--- src/rtl/rtc_pkg.sv ---
// ---------------------------------------------------------------------------
// rtc_pkg
// Shared definitions for the bus-attached real-time-clock register block:
// bus FSM state encoding, register indices of the time-of-day fields, packed
// BCD field limits and the value returned for reads outside the register file.
// ---------------------------------------------------------------------------
package rtc_pkg;

    typedef enum logic [1:0] {
        IDLE  = 2'd0,
        ADDR  = 2'd1,
        WDATA = 2'd2,
        RDATA = 2'd3
    } state_t;

    // Time-of-day register indices
    localparam int SEC  = 0;
    localparam int MIN  = 1;
    localparam int HORA = 2;

    // Packed BCD maximum of each field
    localparam logic [7:0] SEC_MAX  = 8'h59;
    localparam logic [7:0] MIN_MAX  = 8'h59;
    localparam logic [7:0] HORA_MAX = 8'h23;

    // Read value for an address beyond the register file
    localparam logic [7:0] RD_OOR = 8'hFF;

endpackage

--- src/rtl/sincronizador.sv ---
// ---------------------------------------------------------------------------
// sincronizador
// STAGES-deep flop chain that brings an asynchronous bus signal group into
// the reloj domain. The chain resets to RST_VAL so that, while in reset, the
// downstream logic sees the bus at its idle level.
//
// Ports
//   reloj   in  1      system clock, rising edge
//   resetM  in  1      asynchronous active-low reset
//   d       in  WIDTH  asynchronous input
//   q       out WIDTH  synchronized output (STAGES cycles of latency)
// ---------------------------------------------------------------------------
module sincronizador #(
    parameter int               WIDTH   = 1,
    parameter int               STAGES  = 2,
    parameter logic [WIDTH-1:0] RST_VAL = '0
) (
    input  logic             reloj,
    input  logic             resetM,
    input  logic [WIDTH-1:0] d,
    output logic [WIDTH-1:0] q
);

    logic [WIDTH-1:0] chain_q [STAGES];

    // NOTE: sequential state uses non-blocking assignments so every stage
    // samples the value its predecessor held before the clock edge.
    always_ff @(posedge reloj or negedge resetM) begin
        if (!resetM) begin
            for (int i = 0; i < STAGES; i++) chain_q[i] <= RST_VAL;
        end else begin
            chain_q[0] <= d;
            for (int i = 1; i < STAGES; i++) chain_q[i] <= chain_q[i-1];
        end
    end

    assign q = chain_q[STAGES-1];

endmodule

--- src/rtl/resp_rtc.sv ---
// ---------------------------------------------------------------------------
// resp_rtc
// Register block on a multiplexed, asynchronous address/data bus. Holds an
// N_REGS x 8 register file whose first three entries are a packed-BCD
// time-of-day counter (seconds, minutes, hours) advanced by tick_1hz.
//
// Ports
//   reloj     in  1  system clock, rising edge
//   resetM    in  1  asynchronous active-low reset
//   CS        in  1  chip select, active-low
//   RD        in  1  read strobe, active-low
//   WR        in  1  write strobe, active-low
//   A_D       in  1  0 = address phase, 1 = data phase
//   dato_in   in  8  multiplexed address/data from the master
//   tick_1hz  in  1  one-cycle pulse advancing the time of day
//   dato_out  out 8  read data (0x00 when not reading)
//   dato_oe   out 1  bus driver enable, high only in a read data phase
// ---------------------------------------------------------------------------
module resp_rtc
    import rtc_pkg::*;
#(
    parameter int SYNC_STAGES = 2,
    parameter int N_REGS      = 16
) (
    input  logic       reloj,
    input  logic       resetM,
    input  logic       CS,
    input  logic       RD,
    input  logic       WR,
    input  logic       A_D,
    input  logic [7:0] dato_in,
    input  logic       tick_1hz,
    output logic [7:0] dato_out,
    output logic       dato_oe
);

    localparam int IDX_W = (N_REGS > 1) ? $clog2(N_REGS) : 1;

    // ---------------- synchronized bus ----------------
    logic [3:0] ctl_s;
    logic       cs_s, rd_s, wr_s, ad_s;
    logic [7:0] din_s;

    sincronizador #(.WIDTH(4), .STAGES(SYNC_STAGES), .RST_VAL(4'b1111)) u_sync_ctl (
        .reloj (reloj),
        .resetM(resetM),
        .d     ({CS, RD, WR, A_D}),
        .q     (ctl_s)
    );

    sincronizador #(.WIDTH(8), .STAGES(SYNC_STAGES), .RST_VAL(8'h00)) u_sync_dat (
        .reloj (reloj),
        .resetM(resetM),
        .d     (dato_in),
        .q     (din_s)
    );

    assign {cs_s, rd_s, wr_s, ad_s} = ctl_s;

    // ---------------- state ----------------
    state_t     state_q, next_state;
    logic [7:0] regs_q [N_REGS];
    logic [7:0] addr_q;
    logic [7:0] hold_q;        // dato_in as seen on the latest WR=0 cycle
    logic [7:0] flush_cnt_q;   // cycles since reset release, saturating
    logic       armed_q;       // strobes seen idle since reset release

    logic             commit_addr, commit_wr, both_low, flushed, addr_ok;
    logic [7:0]       commit_data, rd_val;
    logic [IDX_W-1:0] addr_idx;

    // The synchronizer chain still holds reset values until it has been
    // refilled; only after that can "all strobes idle" be trusted.
    assign flushed     = (flush_cnt_q == 8'(SYNC_STAGES));
    assign both_low    = !rd_s && !wr_s;
    assign addr_ok     = (int'(addr_q) < N_REGS);
    assign addr_idx    = addr_q[IDX_W-1:0];
    assign rd_val      = addr_ok ? regs_q[addr_idx] : RD_OOR;
    // A commit caused by CS rising while WR is still low uses this cycle's data.
    assign commit_data = wr_s ? hold_q : din_s;

    // NOTE: every output of this block gets a default first, so no path
    // through the case can leave a value unassigned and infer a latch.
    always_comb begin
        next_state  = state_q;
        commit_addr = 1'b0;
        commit_wr   = 1'b0;
        unique case (state_q)
            IDLE: begin
                if (armed_q && !cs_s && !both_low) begin
                    if (!wr_s)           next_state = ad_s ? WDATA : ADDR;
                    else if (!rd_s && ad_s) next_state = RDATA;
                end
            end
            ADDR, WDATA: begin
                if (both_low) begin
                    next_state = IDLE;              // abort: no commit
                end else if (wr_s || cs_s) begin
                    next_state  = IDLE;
                    commit_addr = (state_q == ADDR);
                    commit_wr   = (state_q == WDATA);
                end
            end
            RDATA: begin
                if (rd_s || cs_s || both_low) next_state = IDLE;
            end
            default: next_state = IDLE;
        endcase
    end

    // ---------------- BCD time of day ----------------
    // Returns {carry, next}. A field at its limit, or holding a non-BCD or
    // out-of-range value, becomes 00 and carries.
    function automatic logic [8:0] bcd_inc(input logic [7:0] v, input logic [7:0] lim);
        if (v[3:0] > 4'd9 || v >= lim) return {1'b1, 8'h00};
        else if (v[3:0] == 4'd9)       return {1'b0, v[7:4] + 4'd1, 4'h0};
        else                           return {1'b0, v[7:4], v[3:0] + 4'd1};
    endfunction

    logic [8:0] sec_inc, min_inc, hora_inc;
    assign sec_inc  = bcd_inc(regs_q[SEC],  SEC_MAX);
    assign min_inc  = bcd_inc(regs_q[MIN],  MIN_MAX);
    assign hora_inc = bcd_inc(regs_q[HORA], HORA_MAX);

    // NOTE: the register file is reset explicitly because the time-of-day
    // and read-back values must be 0x00 while resetM is low.
    always_ff @(posedge reloj or negedge resetM) begin
        if (!resetM) begin
            state_q     <= IDLE;
            addr_q      <= 8'h00;
            hold_q      <= 8'h00;
            flush_cnt_q <= 8'h00;
            armed_q     <= 1'b0;
            dato_oe     <= 1'b0;
            dato_out    <= 8'h00;
            for (int i = 0; i < N_REGS; i++) regs_q[i] <= 8'h00;
        end else begin
            state_q <= next_state;
            if (!flushed) flush_cnt_q <= flush_cnt_q + 8'd1;
            if (flushed && cs_s && rd_s && wr_s) armed_q <= 1'b1;
            if (!wr_s) hold_q <= din_s;

            if (tick_1hz) begin
                regs_q[SEC] <= sec_inc[7:0];
                if (sec_inc[8]) begin
                    regs_q[MIN] <= min_inc[7:0];
                    if (min_inc[8]) regs_q[HORA] <= hora_inc[7:0];
                end
            end

            if (commit_addr) addr_q <= commit_data;
            // Placed after the tick so a same-cycle bus write wins.
            if (commit_wr && addr_ok) regs_q[addr_idx] <= commit_data;

            dato_oe  <= (next_state == RDATA);
            dato_out <= (next_state == RDATA) ? rd_val : 8'h00;
        end
    end

endmodule

--- config.mk ---
export PLATFORM = sky130hd
export DESIGN_NAME = resp_rtc
export DESIGN_NICKNAME = d
export VERILOG_FILES = /design/src/rtl/rtc_pkg.sv /design/src/rtl/sincronizador.sv /design/src/rtl/resp_rtc.sv
export SDC_FILE = /design/constraint.sdc
export NUM_CORES = 1
export LEC_CHECK = 0
export CORE_MARGIN = 4
export CORE_UTILIZATION = 55
export CTS_CLUSTER_DIAMETER = 200
export DETAILED_ROUTE_END_ITERATION = 6
export PLACE_DENSITY = 0.78
export SLEW_MARGIN = 20
export SYNTH_ARGS = -nofsm -noshare
export SYNTH_HDL_FRONTEND = slang
export SYNTH_SLANG_ARGS = --single-unit
--- constraint.sdc ---
create_clock -name reloj -period 5.56 [get_ports reloj]
set_input_delay 1.668 -clock reloj [delete_from_list [all_inputs] [get_ports reloj]]
set_output_delay 1.668 -clock reloj [all_outputs]
set_load 0.02 [all_outputs]
# Yosys cells after proc, flatten, opt, wreduce, memory -nomap -nowiden
# Cells that the tools add are included.
[op_classes]
n_addsub = 7
order_cmp = 9
n_eq_ne = 8
mux = 33
n_bitwise = 1
reduce_logical = 21
[op_table]
columns = ["cell", "count"]
rows = [
  ["128-bit bitwise mux", 1],
  ["128-bit 2-to-1 mux", 1],
  ["8-bit 2-to-1 mux", 11],
  ["8-bit binary-select mux with 4-bit select", 1],
  ["8-bit demux with 4-bit select", 1],
  ["4-bit by 1-bit adder with 4-bit output, second input constant", 6],
  ["24-bit 2-to-1 mux", 1],
  ["9-bit 2-to-1 mux", 2],
  ["8-bit by 7-bit greater-or-equal comparator with 1-bit output, second input constant", 2],
  ["16-bit 2-to-1 mux", 1],
  ["2-bit 2-to-1 mux", 7],
  ["4-bit == test, second input constant", 3],
  ["4-bit greater-than comparator, second input constant", 3],
  ["1-bit logical AND", 9],
  ["8-bit by 1-bit adder with 8-bit output, second input constant", 1],
  ["8-bit by 2-bit == test with 1-bit output, second input constant", 1],
  ["8-bit by 6-bit greater-or-equal comparator with 1-bit output, second input constant", 1],
  ["8-bit by 5-bit less-than comparator with 1-bit output, second input constant", 1],
  ["2-bit == test, second input constant", 3],
  ["1-bit logical OR", 6],
  ["1-bit 2-to-1 mux", 6],
  ["2-bit one-hot mux with 3 select lines", 1],
  ["5-bit greater-or-equal comparator, second input constant", 1],
  ["5-bit by 1-bit less-than comparator with 1-bit output, second input constant", 1],
  ["5 further kinds", 8],
]
[totals]
register_bits = 188
out_inout_bits = 9

# Logic depth before layout (Yosys ltp)
[logic_depth]
ltp_word = 8
mapped_depth = 8

# By module
# A second synthesis with hierarchy kept.
[hier_totals]
cells_unflattened = 775
area_unflattened_um2 = 8644.5
[modules_own_cells]
columns = ["module", "n_inst", "cells_per_inst", "area_each_um2"]
rows = [
  ["resp_rtc", 1, 739, 7943.9],
  ["sincronizador at u_sync_dat", 1, 24, 460.4],
  ["sincronizador at u_sync_ctl", 1, 12, 240.2],
]

# Worst setup path after synthesis
# Ideal clock, no wire load.
[synth_timing]
path_type = "input to register"
start = "input tick_1hz"
end = "register regs_q[126] (netlist bit)"
setup_ps = 95
t_arrival_ps = 2699
setup_slack_ps = 2765
stages = 5
n_path_buf = 0
path_cell_list = "nand2_1 -> nor4b_1 -> nand2_1 -> xor2_1 -> o31ai_1"
[synth_between]
elab_chain_len = 3
[synth_lines]
columns = ["item", "line", "source"]
rows = [
  ["start, declared", "resp_rtc.sv:32", "input logic tick_1hz,"],
  ["24-bit 2-to-1 mux *", "resp_rtc.sv:143", "if (tick_1hz) begin"],
  ["128-bit bitwise mux", "resp_rtc.sv:153", "if (commit_wr && addr_ok) regs_q[addr_idx] <= commit_data;"],
  ["128-bit 2-to-1 mux *", "resp_rtc.sv:153", ""],
  ["end signal, assigned by index", "resp_rtc.sv:144", "regs_q[SEC] <= sec_inc[7:0];"],
  ["end signal, assigned by index", "resp_rtc.sv:146", "regs_q[MIN] <= min_inc[7:0];"],
  ["end signal, assigned by index", "resp_rtc.sv:153", ""],
  ["end, declared", "resp_rtc.sv:62", "logic [7:0] regs_q [N_REGS];"],
]
# Mark *: on every way between the ends. The rest lies on a longest branch, timed or not.
# A chain may end at the register's enable or synchronous reset.

# Worst setup path in the final report
# Ends and elaborated chain as after synthesis.

==> run metrics <==
RR Startpoint addr_q[1]$_DFFE_PN0P_; leakage 4.162 nW; fmax 307.0 MHz; WL met2 9.763 mm; post-layout util 0.6226; Final HPWL DP 12.60 mm; most common cell after layout, fill and taps aside dfrtp_1; pwr dens 461.3 nW/µm²; via/cell ratio 6.313; TritonRoute pass-1 iters 5; Max Used Layer met4; RD Place Congestion 0.8876; RSZ-0062 raised after global routing false; # resized after CTS 0; Met3 Routed Length 1.268 mm; R2R cell count 5; Synth Instances 761; number of post-CTS setup repair buffers 0; M1 WL 7.998 mm; adder-cell share of the synthesized area 0.01776; fin crit share 0.5859; IO Count 24; Layout Area Growth over Synthesis 11.56%; initial antenna violation count 0; share of cells above drive strength 1 0.1303; Peak VDD IR 338.7 µV; Clock Pin Slew Worst Setup and Hold Paths 0.07 ns; flops & latches, synth 188; Post-Synth Simple-Gate Area 0.1312; Final setup viols 0; Synth Area per Inst 11.11 µm²; width of the die 132.0 µm; n_diodes 0; TritonCTS clock tree done; Syn. warnings 0; predominant post-synthesis flop cell dfrtp_1; final worst setup slack 2.303 ns; XOR/XNOR Fraction of Synth Area 0.01036; first-pass GRT wire length 32.33 mm; root buffer cell clkbuf_16; largest family of logic cells by synthesized area compound AO/OA/AOI/OAI gates; Post-synth EDFFs 0; cts hold-fix bufs 0; Core Region 15,150 µm²; IO Port Bufs 23; commonest cells after routing, fill and taps aside dfrtp_1, nand2_1, a21oi_1; Std-Cell Rows 45; mux contribution to synthesized area 0.1184; worst hold slack 0.3510 ns; CP max FO 7; pre-CTS WS 1.907 ns; Post-DRT Antenna Nets 0; # DRC 0; final setup TNS 0 ns; Multi-input gate area 3476 µm²; Req. time, crit path 5.89 ns; Final Hold Vio Count 0; CTS max path bufs 2; Hold Path Stages 0; min Tclk post-route 3.257 ns; Setup CP Type input port to flip-flop; worst path arrival time 3.59 ns; vias in the first global route 6,305; Die Ht 132.0 µm; Async SR Flop Fraction 1.000; WL final 19.60 mm; nets 797; flop-to-flop setup slack 2.60 ns; CP Capture Type flip-flop; Die ar. 17,410 µm²; Vias 6,130; number of fill cells in the layout 1,091; Wirelength per Cell 20.18 µm; Rel. slew slack 0.3000; GRT Util Overall 0.2356; Worst setup SP type input port; Synth Area in Compound Gates 0.1322; DRT iter0 DRCs 586; sequential share of the synthesized area 0.5578; Distinct cells, synth 56; largest net degree at the start of global routing 109; # clock sinks 188; Seq. cell area 4716 µm²; H-tree levels 4; Slew @ Worst Pin 1.044 ns; Synth Cell Area 8452 µm²; Net Count, Synth 788; Max-Cap Viols 0; status finished clean; Critical path destination regs_q[126]$_DFF_PN0_; skew final 0.009690 ns; aggregate global routing overflow 0; initial core utilization 0.5580; CTS Buf Count 17; final slew viol count 0; CP startpoint tick_1hz; Hold Crit Class flip-flop to flip-flop; Skew-Pair Late Insertion Delay 0.44 ns
Yosys cell counts, types with 8 or more instances:
library cell / count / share of area
o21ai_1: 25 / 0.015
clkbuf_1: 28 / 0.012
mux4_2: 32 / 0.085
mux2i_1: 28 / 0.033
buf_2: 14 / 0.0083
nand3_1: 16 / 0.0095
nor4_1: 8 / 0.0059
ha_1: 12 / 0.018
nand2_1: 79 / 0.035
inv_1: 21 / 0.0093
a221oi_1: 10 / 0.010
o21ai_0: 51 / 0.030
a21oi_1: 73 / 0.043
dfrtp_1: 180 / 0.53
dfstp_2: 8 / 0.025
nor2_1: 72 / 0.032
worst min path at each step:
stage                                           startpoint                   endpoint  slack [ns]
after floorplan            u_sync_dat.chain_q[8]$_DFF_PN0_  u_sync_dat.q[0]$_DFF_PN0_        0.33
after global placement    u_sync_dat.chain_q[13]$_DFF_PN0_  u_sync_dat.q[5]$_DFF_PN0_        0.33
after detailed placement  u_sync_dat.chain_q[13]$_DFF_PN0_  u_sync_dat.q[5]$_DFF_PN0_        0.34
after CTS                 u_sync_dat.chain_q[13]$_DFF_PN0_  u_sync_dat.q[5]$_DFF_PN0_        0.35
after global routing      u_sync_dat.chain_q[13]$_DFF_PN0_  u_sync_dat.q[5]$_DFF_PN0_        0.36
final                      u_sync_dat.chain_q[9]$_DFF_PN0_  u_sync_dat.q[1]$_DFF_PN0_        0.35
per-stage QoR:
stage | cells | total power [mW] | instance area [µm²]
6_report | 971 | 4.350 | 9429
5_1_grt | 971 | 4.579 | 9429
4_1_cts | 971 | 4.345 | 9418
3_5_place_dp | 939 | 3.138 | 8831
3_3_place_gp | 939 | 3.060 | 8831
2_1_floorplan | 761 | 2.758 | 8452
report_power, final:
group / switching (mW) / internal [mW] / leakage, nW / total [mW]
Clock: 0.516 / 0.677 / 0.287 / 1.19
Combinational: 0.703 / 0.543 / 1.39 / 1.25
Sequential: 0.298 / 1.61 / 2.49 / 1.91
Total: 1.52 / 2.83 / 4.16 / 4.35
critical path, cell delays in order:
cell             delay [ns]
clkdlybuf4s50_1        0.62
nand2_1                0.11
nor4b_1                0.61
nand2_1                0.15
xor2_1                 0.18
o31ai_1                0.26
layout make-up:
class | instances | area share
multi-input combinational | 505 | 0.3686
inverter | 21 | 0.008360
sequential | 188 | 0.5001
tap | 188 | 0.02495
timing repair buffer | 37 | 0.03570
clock buffer | 19 | 0.04697
clock inverter | 13 | 0.01526
cells by family after synthesis:
group / Yosys count
simple gates: 227
compound gates: 196
flops: 188
buf+inv: 68
mux: 60
fa+ha+maj: 12
xor+xnor: 10
metal layers:
layer | vias to the layer above | global-route usage
met5 | - | 0
met3 | 46 | 0.05611
met2 | 257 | 0.3831
li1 | 2743 | -
met4 | 0 | 0.1103
met1 | 3084 | 0.3017
No activity file was read; power rests on OpenSTA's default activity.
